$ cat src/rtl/dram_arb_pkg.sv
// Shared constants for the dram_control arbiter: FSM state encodings and requester ids.
package dram_arb_pkg;

    localparam int unsigned STATE_W = 3;

    // FSM state encodings
    localparam logic [STATE_W-1:0] SYNC      = 3'd0;
    localparam logic [STATE_W-1:0] IDLE      = 3'd1;
    localparam logic [STATE_W-1:0] START     = 3'd2;
    localparam logic [STATE_W-1:0] WAIT_BUSY = 3'd3;
    localparam logic [STATE_W-1:0] RUN       = 3'd4;
    localparam logic [STATE_W-1:0] DONE      = 3'd5;

    // Requester ids
    localparam logic REQ0 = 1'b0;
    localparam logic REQ1 = 1'b1;

endpackage

$ cat src/rtl/dram_arb_pick.sv
// Combinational winner select between two requesters.
//   req0, req1    : request levels
//   last_winner   : id of the requester served most recently
//   valid_c       : at least one request present
//   winner_c      : id of the winning requester (meaningful when valid_c)
// FIXED_PRIO != 0 makes requester 0 win ties; otherwise ties go to the
// requester that did not win last.
module dram_arb_pick
    import dram_arb_pkg::*;
#(
    parameter int unsigned FIXED_PRIO = 0
) (
    input  logic req0,
    input  logic req1,
    input  logic last_winner,
    output logic valid_c,
    output logic winner_c
);

    always_comb begin
        valid_c  = req0 | req1;
        winner_c = REQ0;
        if (req0 && req1) begin
            winner_c = (FIXED_PRIO != 0) ? REQ0 : ~last_winner;
        end else if (req1) begin
            winner_c = REQ1;
        end
    end

endmodule

$ cat src/rtl/dram_arbiter.sv
// Shares one dram_control sweep engine between two requesters.
//   clk, rst_n            : clock, async active-low reset
//   req0/1, rnw0/1        : request level (held until done) and direction (1=read)
//   wdat0/1               : write data from each requester
//   gnt0/1, done0/1       : registered grant and one-cycle completion pulse
//   rdy0/1                : per-word strobe (engine ready gated by grant and RUN)
//   rdat                  : engine read data broadcast
//   tmo_err               : sticky watchdog flag (cleared only by reset)
//   eng_start, eng_rnw    : engine start pulse and direction
//   eng_wdat              : write data muxed from the granted requester
//   eng_stop, eng_ready,
//   eng_rdat              : engine idle status, word strobe, read data
module dram_arbiter
    import dram_arb_pkg::*;
#(
    parameter int unsigned DATA_SIZE  = 16,
    parameter int unsigned TMO_W      = 8,
    parameter int unsigned FIXED_PRIO = 0
) (
    input  logic                 clk,
    input  logic                 rst_n,
    input  logic                 req0,
    input  logic                 req1,
    input  logic                 rnw0,
    input  logic                 rnw1,
    input  logic [DATA_SIZE-1:0] wdat0,
    input  logic [DATA_SIZE-1:0] wdat1,
    output logic                 gnt0,
    output logic                 gnt1,
    output logic                 rdy0,
    output logic                 rdy1,
    output logic                 done0,
    output logic                 done1,
    output logic [DATA_SIZE-1:0] rdat,
    output logic                 tmo_err,
    output logic                 eng_start,
    output logic                 eng_rnw,
    output logic [DATA_SIZE-1:0] eng_wdat,
    input  logic                 eng_stop,
    input  logic                 eng_ready,
    input  logic [DATA_SIZE-1:0] eng_rdat
);

    localparam logic [TMO_W-1:0] WD_MAX = '1;

    logic [STATE_W-1:0] state_q, state_d;
    logic               gnt0_q, gnt0_d;
    logic               gnt1_q, gnt1_d;
    logic               done0_q, done0_d;
    logic               done1_q, done1_d;
    logic               eng_start_q, eng_start_d;
    logic               eng_rnw_q, eng_rnw_d;
    logic               tmo_err_q, tmo_err_d;
    logic               last_winner_q, last_winner_d;
    logic               owner_q, owner_d;
    logic [TMO_W-1:0]   wd_q, wd_d;
    logic [TMO_W-1:0]   wd_inc;

    logic pick_valid_c;
    logic pick_winner_c;

    dram_arb_pick #(
        .FIXED_PRIO (FIXED_PRIO)
    ) u_pick (
        .req0        (req0),
        .req1        (req1),
        .last_winner (last_winner_q),
        .valid_c     (pick_valid_c),
        .winner_c    (pick_winner_c)
    );

    // State and output registers
    always_ff @(posedge clk or negedge rst_n) begin
        if (!rst_n) begin
            state_q       <= SYNC;
            gnt0_q        <= 1'b0;
            gnt1_q        <= 1'b0;
            done0_q       <= 1'b0;
            done1_q       <= 1'b0;
            eng_start_q   <= 1'b0;
            eng_rnw_q     <= 1'b0;
            tmo_err_q     <= 1'b0;
            last_winner_q <= REQ0;
            owner_q       <= REQ0;
            wd_q          <= '0;
        end else begin
            state_q       <= state_d;
            gnt0_q        <= gnt0_d;
            gnt1_q        <= gnt1_d;
            done0_q       <= done0_d;
            done1_q       <= done1_d;
            eng_start_q   <= eng_start_d;
            eng_rnw_q     <= eng_rnw_d;
            tmo_err_q     <= tmo_err_d;
            last_winner_q <= last_winner_d;
            owner_q       <= owner_d;
            wd_q          <= wd_d;
        end
    end

    assign wd_inc = wd_q + TMO_W'(1);

    // Next-state and registered-output logic
    always_comb begin
        state_d       = state_q;
        gnt0_d        = gnt0_q;
        gnt1_d        = gnt1_q;
        done0_d       = 1'b0;
        done1_d       = 1'b0;
        eng_start_d   = 1'b0;
        eng_rnw_d     = eng_rnw_q;
        tmo_err_d     = tmo_err_q;
        last_winner_d = last_winner_q;
        owner_d       = owner_q;
        wd_d          = wd_q;

        case (state_q)
            // The engine is not reset with us; wait until it is idle.
            SYNC: begin
                if (eng_stop) begin
                    state_d = IDLE;
                end
            end
            // Grant and start pulse are registered on the way into START.
            IDLE: begin
                if (pick_valid_c) begin
                    state_d     = START;
                    owner_d     = pick_winner_c;
                    gnt0_d      = (pick_winner_c == REQ0);
                    gnt1_d      = (pick_winner_c == REQ1);
                    eng_rnw_d   = (pick_winner_c == REQ0) ? rnw0 : rnw1;
                    eng_start_d = 1'b1;
                end
            end
            START: begin
                wd_d    = '0;
                state_d = WAIT_BUSY;
            end
            // Timeout fires on the cycle the incremented count would reach all-ones.
            WAIT_BUSY: begin
                if (!eng_stop) begin
                    state_d = RUN;
                end else if (wd_inc == WD_MAX) begin
                    wd_d      = wd_inc;
                    tmo_err_d = 1'b1;
                    state_d   = DONE;
                    done0_d   = gnt0_q;
                    done1_d   = gnt1_q;
                    gnt0_d    = 1'b0;
                    gnt1_d    = 1'b0;
                end else begin
                    wd_d = wd_inc;
                end
            end
            RUN: begin
                if (eng_stop) begin
                    state_d = DONE;
                    done0_d = gnt0_q;
                    done1_d = gnt1_q;
                    gnt0_d  = 1'b0;
                    gnt1_d  = 1'b0;
                end
            end
            DONE: begin
                last_winner_d = owner_q;
                state_d       = IDLE;
            end
            default: begin
                state_d = SYNC;
                gnt0_d  = 1'b0;
                gnt1_d  = 1'b0;
            end
        endcase
    end

    assign gnt0      = gnt0_q;
    assign gnt1      = gnt1_q;
    assign done0     = done0_q;
    assign done1     = done1_q;
    assign eng_start = eng_start_q;
    assign eng_rnw   = eng_rnw_q;
    assign tmo_err   = tmo_err_q;

    // Zero-latency word strobe and data steering from the registered grant
    assign rdy0     = eng_ready & gnt0_q & (state_q == RUN);
    assign rdy1     = eng_ready & gnt1_q & (state_q == RUN);
    assign eng_wdat = gnt0_q ? wdat0 : wdat1;
    assign rdat     = eng_rdat;

endmodule
$ cat config.mk
export PLATFORM = sky130hd
export DESIGN_NAME = dram_arbiter
export DESIGN_NICKNAME = d
export VERILOG_FILES = /design/src/rtl/dram_arb_pkg.sv /design/src/rtl/dram_arb_pick.sv /design/src/rtl/dram_arbiter.sv
export SDC_FILE = /design/constraint.sdc
export NUM_CORES = 1
export LEC_CHECK = 0
export ABC_CLOCK_PERIOD_IN_PS = 2200
export CORE_MARGIN = 2
export CORE_UTILIZATION = 35
export CTS_CLUSTER_DIAMETER = 80
export DETAILED_ROUTE_END_ITERATION = 8
export GPL_TIMING_DRIVEN = 0
export PLACE_DENSITY_LB_ADDON = 0.25
export SYNTH_ARGS = -nofsm -noshare
export SYNTH_HDL_FRONTEND = slang
export SYNTH_SLANG_ARGS = --single-unit
$ cat constraint.sdc
create_clock -name clk -period 2.2 [get_ports clk]
set_input_delay 0.22 -clock clk [delete_from_list [all_inputs] [get_ports clk]]
set_output_delay 0.22 -clock clk [all_outputs]
set_load 0.01 [all_outputs]
[Word level (Yosys, flattened, before mapping)]
Index checks and enable logic that the tools add are counted.
Storage, ports and cells
  bits in registers: 20
Operators by class
  $add $sub $neg: 1
  eq/ne operators: 12
  mux-type cells: 29
  bitwise gates (word level): 8
  reduce and logical (&&, ||, !) cells: 9
Operators by type and width (number)
  $pmux 3 s6: 1
  $mux 1: 16
  $mux 16: 1
  $pmux 8 s2: 1
  $mux 3: 5
  $ne 2x2->1 const B: 5
  $add 8x1->8 const B: 1
  $eq 8x8->1 const B: 1
  $mux 8: 1
  $pmux 1 s4: 2
  $eq 3x2->1 const B: 2
  $eq 3x3->1 const B: 2
  $reduce_and 5->1: 1
  $and 1x1->1: 4
  $pmux 1 s2: 2
  $reduce_and 2->1: 2
  $reduce_and 4->1: 1
  $eq 3x1->1 const B: 1
  $logic_not 3->1: 1
  $ne 3x3->1 const B: 1
  $not 1->1: 3
  $reduce_and 3->1: 1
  $reduce_or 3->1: 1
  $reduce_bool 2->1: 1
  other kinds (2): 2

[Longest topological paths before layout]
Gate-level depths: netlist (run 1).
  depth in word-level cells: 5
  mapped depth: 6
  mapped depth without buffers: 6

[Modules after synthesis]
Synthesis (run 1) repeated with hierarchy kept, for this count alone.
Unflattened totals
  cells, all modules: 144
  area, all modules: 1388.8 um^2
By module, submodules not included
  dram_arbiter: times used 1, cells an instance 142, area each 1375.1 um^2, sequential area each 500.5 um^2
  dram_arb_pick: times used 1, cells an instance 2, area each 13.8 um^2, sequential area each 0.0 um^2

[Least setup slack after synthesis (run 1)]
OpenSTA, ideal clock, no wires.
  path type: register to register
  start: reg wd_q[0]
  end: reg gnt0_q, in the netlist gnt0
  arrival time: 1.525 ns
  data required time: 2.076 ns
  setup slack: 0.551 ns
  cell stages (with the launch flop): 7
  buffers on the path: 0
  period minus slack after synthesis: 1.649 ns
  cell sequence: dfrtp_1 inv_1 ha_1 and3_1 or3b_4 and2_4 a211o_1
On the way
  longest elaborated chain between the ends: 4
RTL lines
  start: declaration: line dram_arbiter.sv:56  | logic [TMO_W-1:0] wd_q, wd_d;
  start signal: assignment: line dram_arbiter.sv:97  | wd_q <= wd_d;
  $add 8x1->8: line dram_arbiter.sv:101  | assign wd_inc = wd_q + TMO_W'(1);
  $eq 8x8->1: line dram_arbiter.sv:143  | end else if (wd_inc == WD_MAX) begin
  $ne 2x2->1 (no line)
  $reduce_and 5->1 (no line)
  end signal: assignment: line dram_arbiter.sv:88  | gnt0_q <= gnt0_d;
  end: declaration: line dram_arbiter.sv:47  | logic gnt0_q, gnt0_d;
No other way between the ends.
A chain may end at the register's enable or synchronous reset.

[Final worst setup path (run 1)]
  start: reg state_q[0]
  end: out rdy0
On the way
  longest elaborated chain between the ends: 2
RTL lines
  start: declaration: line dram_arbiter.sv:46  | logic [STATE_W-1:0] state_q, state_d;
  start signal: assignment: line dram_arbiter.sv:87  | state_q <= state_d;
  $eq 3x3->1: line dram_arbiter.sv:185  | assign rdy0 = eng_ready & gnt0_q & (state_q == RUN);
  $and 1x1->1: line dram_arbiter.sv:185
  end: declaration: line dram_arbiter.sv:30  | output logic rdy0,
No other way between the ends.

==> results.json, run 1 <==
{
  "core-area_um2": 3720,
  "gp_congestion": 0.827,
  "tns_ps": 0,
  "clock_power_share_pct": 15.1,
  "cts_buffers": 3,
  "cts_root_buffer": "clkbuf_8",
  "timing.final.crit_share_pct": 94.9,
  "remaining_routing_drc_violations": 0,
  "worstSetupEndpointType": "output pin",
  "grt_pass1_vias": 1355,
  "status": "finished clean",
  "maximum_number_of_pins_on_one_net_before_global_route_repair": 21,
  "comb_power_share_pct": 55.5,
  "maxSlewViolCount": 0,
  "r2r_setup_slack_ps": 420,
  "finalPower_w": 0.00188,
  "die_x_um": 66.8,
  "grt_first_pass_wirelength_mm": 6.12,
  "critPathMaxFanout": 8,
  "setup_violations": 0,
  "max-vdd-ir-drop_v": 0.000409,
  "critical_path.startpoint_type": "register",
  "detailedRoute.firstIterationViolations": 39,
  "clock.fmax_mhz": 479,
  "relSlewSlack_pct": 39.8,
  "gr-usage-all-layers_pct": 18.0,
  "nets": 289,
  "clock_latency_ps": 260,
  "worst_max_slew_pin_slew_ps": 900,
  "design.portCount": 97,
  "critical_path_class": "register to output pin",
  "fin_util_pct": 61.9,
  "power_per_cell_area_nw_per_um2": 818,
  "synth.net_count": 204,
  "grt_antenna_before_repair": 0,
  "synth-seq-cells": 20,
  "drive_gt1_share_pct": 20.9,
  "max_cap_violations": 0,
  "clock-skew-final_ps": 4.69,
  "dr_total_vias": 1394,
  "routed_via_density": 5.01,
  "layout_min_cycle_time_ps": 2090,
  "post_synth_instance_area_um2": 1380,
  "antenna-diode-count": 0,
  "p_seq_share_pct": 29.3,
  "leakage_nw": 1.03,
  "wl_mm": 3.94,
  "clkSlewWorstSetupHoldPaths_ps": 80,
  "place_hpwl_mm": 3.05,
  "post_synthesis_cells": 146,
  "grt_setup_unrepaired": "no",
  "io_buffer_count": 80,
  "cp.required_ps": 1980,
  "power.share.switching_pct": 36.6,
  "maximum_count_of_clock_buffers_along_a_single_path": 2,
  "die-area_um2": 4460,
  "placement_rows": 22,
  "synth_cell_types": 39,
  "grt-ovfl-total": 0,
  "initial_utilization_pct": 37.1,
  "syn_area_per_cell_um2": 9.44,
  "drt-wirelength-per-cell_um": 14.2,
  "flow.area_growth_from_synthesis_pct": 66.9,
  "die_height_um": 66.8,
  "htree_num_levels": 1,
  "synth_seq_area_share_pct": 36.3,
  "worstHoldPathType": "input port to asynchronous set/reset pin",
  "total_switching_power_w": 0.000690,
  "ctsHoldBuffers": 0,
  "power_report.internal_total_w": 0.00119,
  "final_antenna_violating_net_count": 0,
  "timing_hold_violations_final": 0,
  "tritoncts": "yes",
  "ys_warn_count": 0,
  "tritoncts_num_sinks": 20,
  "drt-pass1-iter-count": 5,
  "arrival_time_of_the_worst_setup_path_ps": 1870
}
-- power groups by stage --
stage / clock (W) / combinational (W) / sequential [W]
after floorplan: 0 / 0.000583 / 0.000555
after global placement: 0 / 0.00103 / 0.000554
after detailed placement: 0 / 0.00104 / 0.000559
after CTS: 0.000287 / 0.00105 / 0.000552
after global routing: 0.000296 / 0.00116 / 0.000569
final: 0.000285 / 0.00105 / 0.000552
-- state kept, by name (all words and copies together), names as in the netlist --
register       cells
wd_q               8
state_q            3
done0              1
done1              1
eng_rnw            1
eng_start          1
gnt0               1
gnt1               1
last_winner_q      1
owner_q            1
tmo_err            1
-- cells by family after synthesis --
logic type / synth area share (%)
AOI/OAI and AO/OA: 14.9
xor gates and xnor gates: 0.635
adders and majority gates: 1.81
buffers and inverters: 12.2
DFF: 36.3
muxes: 14.6
and+or+nand+nor: 19.6
-- cells in the mapped netlist --
library cell	instances	share of area (%)
a221oi_1	1	0.64
o21ai_0	15	5.4
a21boi_0	2	1.1
o2111ai_1	1	0.64
nand2_1	9	2.4
a31oi_1	3	1.4
o211ai_1	2	1.1
and4b_1	1	0.73
inv_1	4	1.1
mux2i_1	1	0.73
or3b_4	1	0.82
or4_1	1	0.54
and3_1	6	2.7
a22oi_1	1	0.54
nand3_1	14	5.1
or2_2	1	0.45
ha_1	2	1.8
nand2b_1	1	0.45
nand4b_2	1	1.1
o211a_1	1	0.73
o21bai_1	2	1.1
mux2_2	17	14
nor2_1	3	0.82
and2_4	1	0.64
nor3_1	2	0.73
dfrtp_1	20	36
xnor2_1	1	0.64
a211o_1	1	0.64
buf_6	1	0.82
nand4_1	2	0.91
nor4b_1	1	0.64
buf_4	16	8.7
o31ai_1	2	1.1
clkbuf_1	3	0.82
buf_2	2	0.73
a21o_1	1	0.54
and2_1	1	0.45
nor2b_1	1	0.45
and3b_1	1	0.64
-- cells in the final DEF (no fill, tap or decap), types with 2 or more instances in the layout --
cell type / n
clkdlybuf4s50_1: 79
dfrtp_1: 20
mux2_2: 17
buf_4: 16
o21ai_0: 15
nand3_1: 14
nand2_1: 9
and3_1: 5
clkbuf_8: 4
nor2_1: 3
inv_1: 3
a31oi_1: 3
clkbuf_2: 2
buf_2: 2
a21boi_0: 2
o211ai_1: 2
nand4_1: 2
o21bai_1: 2
nor3_1: 2
o31ai_1: 2
ha_1: 2
-- worst paths after layout --
kind                                        start             endpoint  cells past startpoint
setup / recovery           state_q[0]$_DFFE_PN0P_                 rdy0                      5
hold / removal                              rst_n  eng_rnw$_DFFE_PN0P_                      1
setup reg to reg              wd_q[0]$_DFFE_PN0P_     gnt0$_DFFE_PN0P_                      5
hold reg to reg               eng_rnw$_DFFE_PN0P_  eng_rnw$_DFFE_PN0P_                      2
max in group asynchronous                   rst_n  wd_q[5]$_DFFE_PN0P_                      1
min in group clk              eng_rnw$_DFFE_PN0P_  eng_rnw$_DFFE_PN0P_                      2
-- critical path, stage by stage, from the launching register on --
cell and delay (ps):
dfrtp_1 370, buf_2 170, inv_2 130, and3_2 250
and3_1 160, clkdlybuf4s50_1 530
-- timing repair --
action | CTS | global route
buffers inserted | 0 | 0
endpoints found under the setup margin | 2 | 18
resized for setup | 1 | 6
-- per-stage QoR --
step                area, µm²  worst slack [ps]  cells  hold slack [ps]
CTS                      2300              14.0    278              487
global placement         2240               287    274              460
finish                   2300               113    278              461
detailed placement       2240               295    274              470
global route             2300              27.7    278              513
floorplan                1380               551    146            -75.6
-- per-layer routing --
metal / vias to the layer above / GRT usage, % / share of wire, % / routed length, µm
met1: 633 / 23.9 / 44 / 1740
met3: 3 / 3.21 / 7.0 / 276
li1: 691 / - / - / -
met2: 67 / 29.8 / 48 / 1900
met5: - / 0 / 0 / 0
met4: 0 / 5.36 / 0.63 / 25
-- area by class of cell --
type,instances,area (µm²)
timing repair buffer,80,803
buffer,22,155
clock buffer,4,55.1
fill,329,1420
tap,48,60.1
inverter,4,15.0
sequential,20,500
multi-input combinational,100,712
Power figures use the tool's default switching activity.
==> inputs of run 2 (changes only) <==
--- a/config.mk
+++ b/config.mk
@@ -5,7 +5,6 @@
 export SDC_FILE = /design/constraint.sdc
 export NUM_CORES = 1
 export LEC_CHECK = 0
-export ABC_CLOCK_PERIOD_IN_PS = 2200
 export CORE_MARGIN = 2
 export CORE_UTILIZATION = 35
 export CTS_CLUSTER_DIAMETER = 80
@@ -15,3 +14,4 @@
 export SYNTH_ARGS = -nofsm -noshare
 export SYNTH_HDL_FRONTEND = slang
 export SYNTH_SLANG_ARGS = --single-unit
+export TNS_END_PERCENT = 50
==> results of run 2 <==
No change in the layout: final DEF, timing and power equal those of run 1.
